### config.mk
export PLATFORM = sky130hd
export DESIGN_NAME = ifmap_skew_feeder
export DESIGN_NICKNAME = d
export VERILOG_FILES = /design/src/rtl/ifmap_skew_feeder.sv
export SDC_FILE = /design/constraint.sdc
export NUM_CORES = 1
export LEC_CHECK = 0
export CORE_MARGIN = 5
export CORE_UTILIZATION = 55
export DETAILED_ROUTE_END_ITERATION = 12
export PLACE_DENSITY = 0.78
export SETUP_SLACK_MARGIN = 0.4
export SLEW_MARGIN = 20
export SYNTH_ARGS = -nofsm -noshare
export SYNTH_HDL_FRONTEND = slang
export SYNTH_SLANG_ARGS = --single-unit
export TNS_END_PERCENT = 10
### constraint.sdc
create_clock -name clk -period 6.1 [get_ports clk]
set_input_delay 1.83 -clock clk [delete_from_list [all_inputs] [get_ports clk]]
set_output_delay 1.83 -clock clk [all_outputs]
set_load 0.02 [all_outputs]
### src/rtl/ifmap_skew_feeder.sv
// ifmap_skew_feeder: buffers ifmap column vectors in a small FIFO and issues
// them into the PE array with a diagonal skew (lane r delayed r cycles).
// It pulses done_o once the final lane of a tile's last vector has been issued.
//
// Ports:
//   clk, rst_n    clock, asynchronous active-low reset
//   in_valid_i    vector valid            in_ready_o  FIFO not full (combinational)
//   in_data_i     ROWS lanes of DATA_WIDTH, lane r at [r*DATA_WIDTH +: DATA_WIDTH]
//   in_last_i     final vector of a tile
//   stall_i       freezes issue, FSM and skew pipeline; gates ifmap_en_o low
//   ifmap_o       skewed lane data per PE row
//   ifmap_en_o    per-row ifmap enable
//   done_o        one-cycle tile-complete pulse
module ifmap_skew_feeder #(
  parameter int unsigned DATA_WIDTH = 8,
  parameter int unsigned ROWS       = 4,
  parameter int unsigned DEPTH      = 4
) (
  input  logic                       clk,
  input  logic                       rst_n,
  input  logic                       in_valid_i,
  output logic                       in_ready_o,
  input  logic [ROWS*DATA_WIDTH-1:0] in_data_i,
  input  logic                       in_last_i,
  input  logic                       stall_i,
  output logic [ROWS*DATA_WIDTH-1:0] ifmap_o,
  output logic [ROWS-1:0]            ifmap_en_o,
  output logic                       done_o
);

  localparam int unsigned VEC_W = ROWS * DATA_WIDTH;
  localparam int unsigned ENT_W = VEC_W + 1;
  localparam int unsigned PTR_W = $clog2(DEPTH);
  localparam int unsigned CNT_W = PTR_W + 1;
  localparam int unsigned DC_W  = (ROWS > 1) ? $clog2(ROWS) : 1;

  typedef enum logic [1:0] {
    RUN   = 2'd0,
    DRAIN = 2'd1,
    DONE  = 2'd2
  } state_t;

  // ---------------------------------------------------------------- FIFO
  logic [ENT_W-1:0] mem [DEPTH];
  logic [PTR_W-1:0] wr_ptr, rd_ptr;
  logic [CNT_W-1:0] count;
  logic             full, empty, push, pop;
  logic [ENT_W-1:0] head;
  logic [VEC_W-1:0] head_data;
  logic             head_last;

  assign full       = (count == CNT_W'(DEPTH));
  assign empty      = (count == '0);
  assign in_ready_o = ~full;
  // A full FIFO refuses a push even when a pop frees a slot this cycle.
  assign push       = in_valid_i & ~full;
  assign head       = mem[rd_ptr];
  assign head_data  = head[VEC_W-1:0];
  assign head_last  = head[VEC_W];

  // Storage array, no reset needed: count gates every read.
  always_ff @(posedge clk) begin
    if (push) mem[wr_ptr] <= {in_last_i, in_data_i};
  end

  // Pointers and occupancy.
  always_ff @(posedge clk or negedge rst_n) begin
    if (!rst_n) begin
      wr_ptr <= '0;
      rd_ptr <= '0;
      count  <= '0;
    end else begin
      if (push) wr_ptr <= wr_ptr + PTR_W'(1);
      if (pop)  rd_ptr <= rd_ptr + PTR_W'(1);
      if (push && !pop)      count <= count + CNT_W'(1);
      else if (pop && !push) count <= count - CNT_W'(1);
    end
  end

  // ---------------------------------------------------------------- FSM
  state_t           state_q, state_d;
  logic [DC_W-1:0]  drain_q, drain_d;
  logic             done_q;

  always_ff @(posedge clk or negedge rst_n) begin
    if (!rst_n) begin
      state_q <= RUN;
      drain_q <= '0;
      done_q  <= 1'b0;
    end else begin
      state_q <= state_d;
      drain_q <= drain_d;
      done_q  <= (state_d == DONE);
    end
  end

  // Next state and pop; the drain counter waits for the last lane to issue.
  always_comb begin
    state_d = state_q;
    drain_d = drain_q;
    pop     = 1'b0;
    unique case (state_q)
      RUN: begin
        if (!empty && !stall_i) begin
          pop = 1'b1;
          if (head_last) begin
            state_d = DRAIN;
            drain_d = DC_W'(ROWS - 1);
          end
        end
      end
      DRAIN: begin
        if (!stall_i) begin
          if (drain_q == '0) state_d = DONE;
          else               drain_d = drain_q - DC_W'(1);
        end
      end
      DONE:    state_d = RUN;
      default: state_d = RUN;
    endcase
  end

  assign done_o = done_q;

  // ------------------------------------------------------- skew pipeline
  // Lane r is a chain of r+1 stages; data regs load only behind a valid bit.
  for (genvar r = 0; r < ROWS; r++) begin : g_lane
    for (genvar k = 0; k <= r; k++) begin : g_stage
      logic                  in_v;
      logic [DATA_WIDTH-1:0] in_d;
      logic                  v_q;
      logic [DATA_WIDTH-1:0] d_q;

      if (k == 0) begin : g_head
        assign in_v = pop;
        assign in_d = head_data[r*DATA_WIDTH +: DATA_WIDTH];
      end else begin : g_link
        assign in_v = g_stage[k-1].v_q;
        assign in_d = g_stage[k-1].d_q;
      end

      always_ff @(posedge clk or negedge rst_n) begin
        if (!rst_n) begin
          v_q <= 1'b0;
          d_q <= '0;
        end else if (!stall_i) begin
          v_q <= in_v;
          if (in_v) d_q <= in_d;
        end
      end
    end

    // Gating every row with stall keeps the wavefront aligned across rows.
    assign ifmap_o[r*DATA_WIDTH +: DATA_WIDTH] = g_stage[r].d_q;
    assign ifmap_en_o[r]                       = g_stage[r].v_q & ~stall_i;
  end

endmodule
=== Word level (Yosys, flattened, before mapping) ===
Memory sizes are Yosys's and may differ from the RTL's.
Index checks and enable logic that the tools add are counted.

* Add/subtract/negate cells: 5
* Equal/unequal tests: 7
* Muxes and demuxes: 16
* Bitwise gates (word level): 7
* Reduce and logical (&&, ||, !) cells: 17

{| class="wikitable"
|+ Operators with widths
! kind !! count
|-
| $mux W2 || 8
|-
| $ne A2 B2 Y1 const B || 4
|-
| $pmux W2 S2 || 2
|-
| $reduce_and A2 Y1 || 4
|-
| $mux W3 || 2
|-
| $and A1 B1 Y1 || 5
|-
| $reduce_and A5 Y1 || 1
|-
| $add A2 B1 Y2 const B || 2
|-
| $logic_not A1 Y1 || 4
|-
| $logic_not A2 Y1 || 2
|-
| $mux W1 || 4
|-
| $reduce_bool A2 Y1 || 2
|-
| $add A3 B1 Y3 const B || 1
|-
| $eq A3 B3 Y1 const B || 1
|-
| $logic_and A1 B1 Y1 || 3
|-
| $logic_not A3 Y1 || 1
|-
| $sub A3 B1 Y3 const B || 1
|-
| $eq A2 B1 Y1 const B || 1
|-
| $eq A2 B2 Y1 const B || 1
|-
| $not A1 Y1 || 2
|-
| $sub A2 B1 Y2 const B || 1
|}

* Flip-flop bits (word level): 96
* RAM bits: 132
* Bits of input ports: 37
* Output and inout port bits: 38
* Logic and storage cells: 73
* Memories: 1

{| class="wikitable"
|+ Memories
! name !! depth !! bits a word !! rd ports !! clocked after Yosys merged registers in !! wr ports !! RTL line !! source
|-
| mem || 4 || 33 || 1 || 0 || 1 || 44 || <nowiki>logic [ENT_W-1:0] mem [DEPTH];</nowiki>
|}

=== Logic depth before layout (Yosys ltp) ===
Gate-level depths: netlist of run 1.

* Depth after elaboration: 8
* Gate-level depth with buffers: 11
* Mapped depth without buffers: 9

=== Worst setup path before layout of run 1 ===
Ideal clock, no wire load.

* Kind: in2out
* Start: in stall_i
* End: out ifmap_en_o[0]
* Data arrival time: 2.544 ns
* Data required time: 4.270 ns
* Path slack: 1.726 ns
* Stages: 4
* Path buffers: 2
* Cells stage by stage: nand2b_1 -> clkbuf_1 -> buf_2 -> inv_1

* Longest elaborated chain between the ends: 2

{| class="wikitable"
|+ Ends and longest elaborated chain
! element !! RTL line !! source
|-
| from (decl) || 25 || <nowiki>input logic stall_i,</nowiki>
|-
| $not A1 Y1 (no line) || n/a ||
|-
| $and A1 B1 Y1 || 155 || <nowiki>assign ifmap_en_o[r] = g_stage[r].v_q & ~stall_i;</nowiki>
|-
| to (decl) || 27 || <nowiki>output logic [ROWS-1:0] ifmap_en_o,</nowiki>
|}

No other way between the ends.

=== Final worst setup path of run 1 ===
Ends and elaborated chain as after synthesis.

==> reports/qor.csv, run 1 <==
stage;metric;value;unit
cells_and_area;sequential cell area;6369;um2
place;GP Congestion;0.6992;
drt;violation count after the first detailed-route iteration;204;
timing;# setup viols final;0;
global_route;met2 global-route usage;28.57;%
setup_path;cell family with most CP delay;buffers and inverters;
setup_path;CP arrival;3480;ps
synth;sequential cell area fraction in the yosys report;72.91;%
power;Leakage;0.003986;uW
floorplanning;core area;15710;um2
synth;flop and latch count out of synthesis;228;
floorplanning;Die Y;136.0;um
synth;Synth Area in XOR/XNOR;0.6019;%
cells_and_area;antenna cells;0;
clock_tree;Clock Sinks;228;
setup_path;Setup CP Type;primary input to output pin;
synth;Synth Area in Adders;1.089;%
clock_tree;root buf cell;clkbuf_16;
hold_path;sink of the worst hold path;g_lane[3].g_stage[0].d_q[0];
synth;combinational family with the most area after synthesis;multiplexers;
synth;yosys warns;0;
floorplanning;die area;18490;um2
timing;Slew @ Worst Pin;968.0;ps
synth;Unique masters post-synth;32;
drt;1st-pass router iterations;4;
setup_path;reg2reg start;count[0];
clock_tree;post-cts resize count;0;
floorplanning;Initial Util;55.57;%
synth;Post-Synthesis Cells;418;
cells_and_area;area of the multi-input gates;2213;um2
setup_path;reg2reg setup slack;3860;ps
setup_path;crit path buf inv count;4;
hold_path;HP Class;flop to flop;
floorplanning;DIE WIDTH;136.0;um
timing;setup TNS;0;ps
floorplanning;FP Rows;46;
power;Seq pwr share;46.2;%
global_route;vias in the first global route;4272;
timing;period utilization;87.00;%
hold_path;worst hold path cell count;1;
clock_tree;clock buffer depth;3;
cells_and_area;post-layout util;66.26;%
setup_path;Startpoint Class;primary input;
power;PD cells;511.7;nW/um2
synth;post-synthesis mux area share;21.28;%
drt;DRT Wirelength;14670;um
setup_path;Crit path depth;5;
clock_tree;Post-CTS Setup Bufs;0;
synth;Cell Area, Synth;8731;um2
global_route;Overflow after GRT;0;
drt;DRT antenna net count;0;
clock_tree;Worst-path clk slew;60;ps
cells_and_area;Fillers;1020;
floorplanning;# IOs;75;
setup_path;CP max stage delay;600;ps
clock_tree;total CTS buffers;22;
timing;minimum clock period after layout;5307;ps
synth;dominant synthesized flop cell;edfxtp_1;
power;Sw Ratio;27.92;%
clock_tree;TritonCTS clock tree;done;
global_route;M3 GR Usage;2.702;%
status;status;finished, final reports clean;
synth;Yosys top cell area share;45.40;%
synth;ys async rst share;42.11;%
setup_path;CP max stage cell;clkdlybuf4s50_1;
power;share of power burned in the clock network;25.0;%
clock_tree;clk_lat worst skew;490;ps
cells_and_area;Area Growth Syn to Fin;19.25;%
setup_path;reg2reg path depth;3;
drt;routed vias/inst;5.376;
place;port bufs;74;
cells_and_area;final net count;547;
cells_and_area;share of cells above drive strength 1;26.01;%
global_route;Global Route Usage Sum;16.57;%
setup_path;crit-path cells;clkdlybuf4s50_1 -> buf_4 -> nand2b_1 -> inv_1 -> clkdlybuf4s50_1;
timing;Post-Route Skew;7.974;ps
clock_tree;hold_buf cts;0;
setup_path;CP Max Fanout;7;
drt;DRC violation count after routing;0;
global_route;met1 Track Usage GR;22.38;%
setup_path;Reg2Reg Capture Point;mem[1][11];
flow_run;max_cap viols;0;
power;Power Internal;3840;uW
synth;Post-synth EDFFs;132;
synth;post-synthesis compound-gate area fraction;0.5302;%
place;post-DP HPWL;8555;um
synth;Mapped Avg Cell Area;20.89;um2
clock_tree;htree depth;1;
power;Comb pwr share;28.8;%
synth;Syn Nets;462;
global_route;initial antenna violation count;0;
global_route;first-pass GRT wire length;23780;um
setup_path;Crit. End Element;output pin;
drt;WL/cell;19.95;um
timing;Worst slew margin;35.47;%
synth;Synth Area in Simple Gates;1.791;%
setup_path;CP required;4270;ps
drt;Via Count;3951;
timing;Slew Viols, Final;0;
setup_path;most used cell, CP;clkdlybuf4s50_1;
global_route;largest net degree at the start of global routing;63;
hold_path;Worst Hold Launch;g_lane[3].g_stage[0].d_q[0];
timing;RSZ-0062 raised after global routing;no;
global_route;busiest grt layer;met2;
synth;synth top area cells;edfxtp_1 (45%), dfrtp_1 (28%), mux4_1 (7.2%);
power;Worst IR Drop VDD;286.2;uV
power;P_sw;1487;uW
synth;area leader, netlist;edfxtp_1;
timing;Max Clock Freq;188.4;MHz
timing;Final Hold Fails;0;
final cells by class:
| type | instances | share of cell area [%] |
|---|---|---|
| Sequential cell | 228 | 61.17 |
| Timing Repair Buffer | 80 | 7.643 |
| Clock buffer | 27 | 5.865 |
| Multi-Input combinational cell | 161 | 21.26 |
| Inverter | 10 | 0.3605 |
| Tap cell | 216 | 2.596 |
| Clock inverter | 13 | 1.106 |
worst max-delay path by stage:
stage	start	to	slack (ps)
finish	stall_i	ifmap_en_o[0]	790
global route	stall_i	ifmap_en_o[0]	730
CTS	stall_i	ifmap_en_o[0]	790
detailed placement	stall_i	ifmap_en_o[0]	810
global placement	stall_i	ifmap_en_o[0]	790
floorplan	stall_i	ifmap_en_o[0]	1730
cell usage after synthesis (all sizes together) (5+ instances only):
library cell / number
dfrtp: 96
edfxtp: 132
inv: 10
ha: 6
mux2: 82
clkbuf: 6
mux4: 33
and2: 5
nand2: 7
buf: 13
layer usage:
metal,vias to the layer above,part of all wire (%)
met5,-,0
met4,0,1.3
met3,18,4.3
met2,80,52
met1,2059,42
li1,1794,-
metrics by stage:
| stage | hold slack, ps | instance area (um2) | instances | power [uW] | setup slack [ps] |
|---|---|---|---|---|---|
| 2_1_floorplan | 442.5 | 8731 | 418 | 3485 | 1726 |
| 3_3_place_gp | 459.1 | 9666 | 694 | 3934 | 788.3 |
| 3_5_place_dp | 471.7 | 9666 | 694 | 4025 | 812.2 |
| 4_1_cts | 486.6 | 10390 | 734 | 5381 | 792.6 |
| 5_1_grt | 500.5 | 10410 | 735 | 5600 | 725.8 |
| 6_report | 479.6 | 10410 | 735 | 5327 | 793.1 |
registers in the layout (all words and copies together) (netlist names):
| signal | cells |
|---|---|
| g_lane.g_stage.v_q | 4 |
| count | 3 |
| g_lane.g_stage.d_q | 80 |
| drain_q | 2 |
| mem | 132 |
| done_o | 1 |
| wr_ptr | 2 |
| rd_ptr | 2 |
| state_q | 2 |
cells by family (layout without fill, tap and decap cells):
logic type,Yosys count,in the layout
multiplexers,115,115
flip-flops,228,228
adder cells (fa/ha/maj),7,7
buffers and inverters,29,130
AND/OR/NAND/NOR,26,26
XOR/XNOR,6,6
AO/OA/AOI/OAI,7,7
power by group through the flow:
stage	combinational (uW)	clock, uW	sequential, uW
2_1_floorplan	1020	0	2470
3_3_place_gp	1450	0	2490
3_5_place_dp	1500	0	2530
4_1_cts	1510	1370	2500
5_1_grt	1650	1430	2520
6_report	1530	1330	2460
cell usage in the layout, fill, tap and decap left out, types with 2 or more instances in the layout:
cell	netlist	routed
mux2_4	27	27
clkinv_1	0	5
clkbuf_1	6	2
mux4_1	24	24
nand2b_1	3	3
o21ai_0	2	2
xnor2_1	3	3
nor4bb_1	2	2
and2_2	0	4
dfrtp_1	96	94
inv_1	10	10
nand2_1	7	7
mux2_2	50	50
ha_1	6	6
bufinv_16	0	2
mux4_2	9	9
nand3_1	2	2
clkbuf_8	0	2
clkbuf_16	0	23
dfrtp_2	0	2
xor2_1	3	3
mux2_1	5	5
clkinv_2	0	3
clkdlybuf4s50_1	0	73
nor2_1	3	3
buf_4	0	6
edfxtp_1	132	132
(Power assumes the default switching activity.)
==> run 2, diff against run 1 <==
ABC_CLOCK_PERIOD_IN_PS = 6100   (was not set)
==> results of run 2 <==
The final DEF is identical to that of run 1; final timing and power are the same.
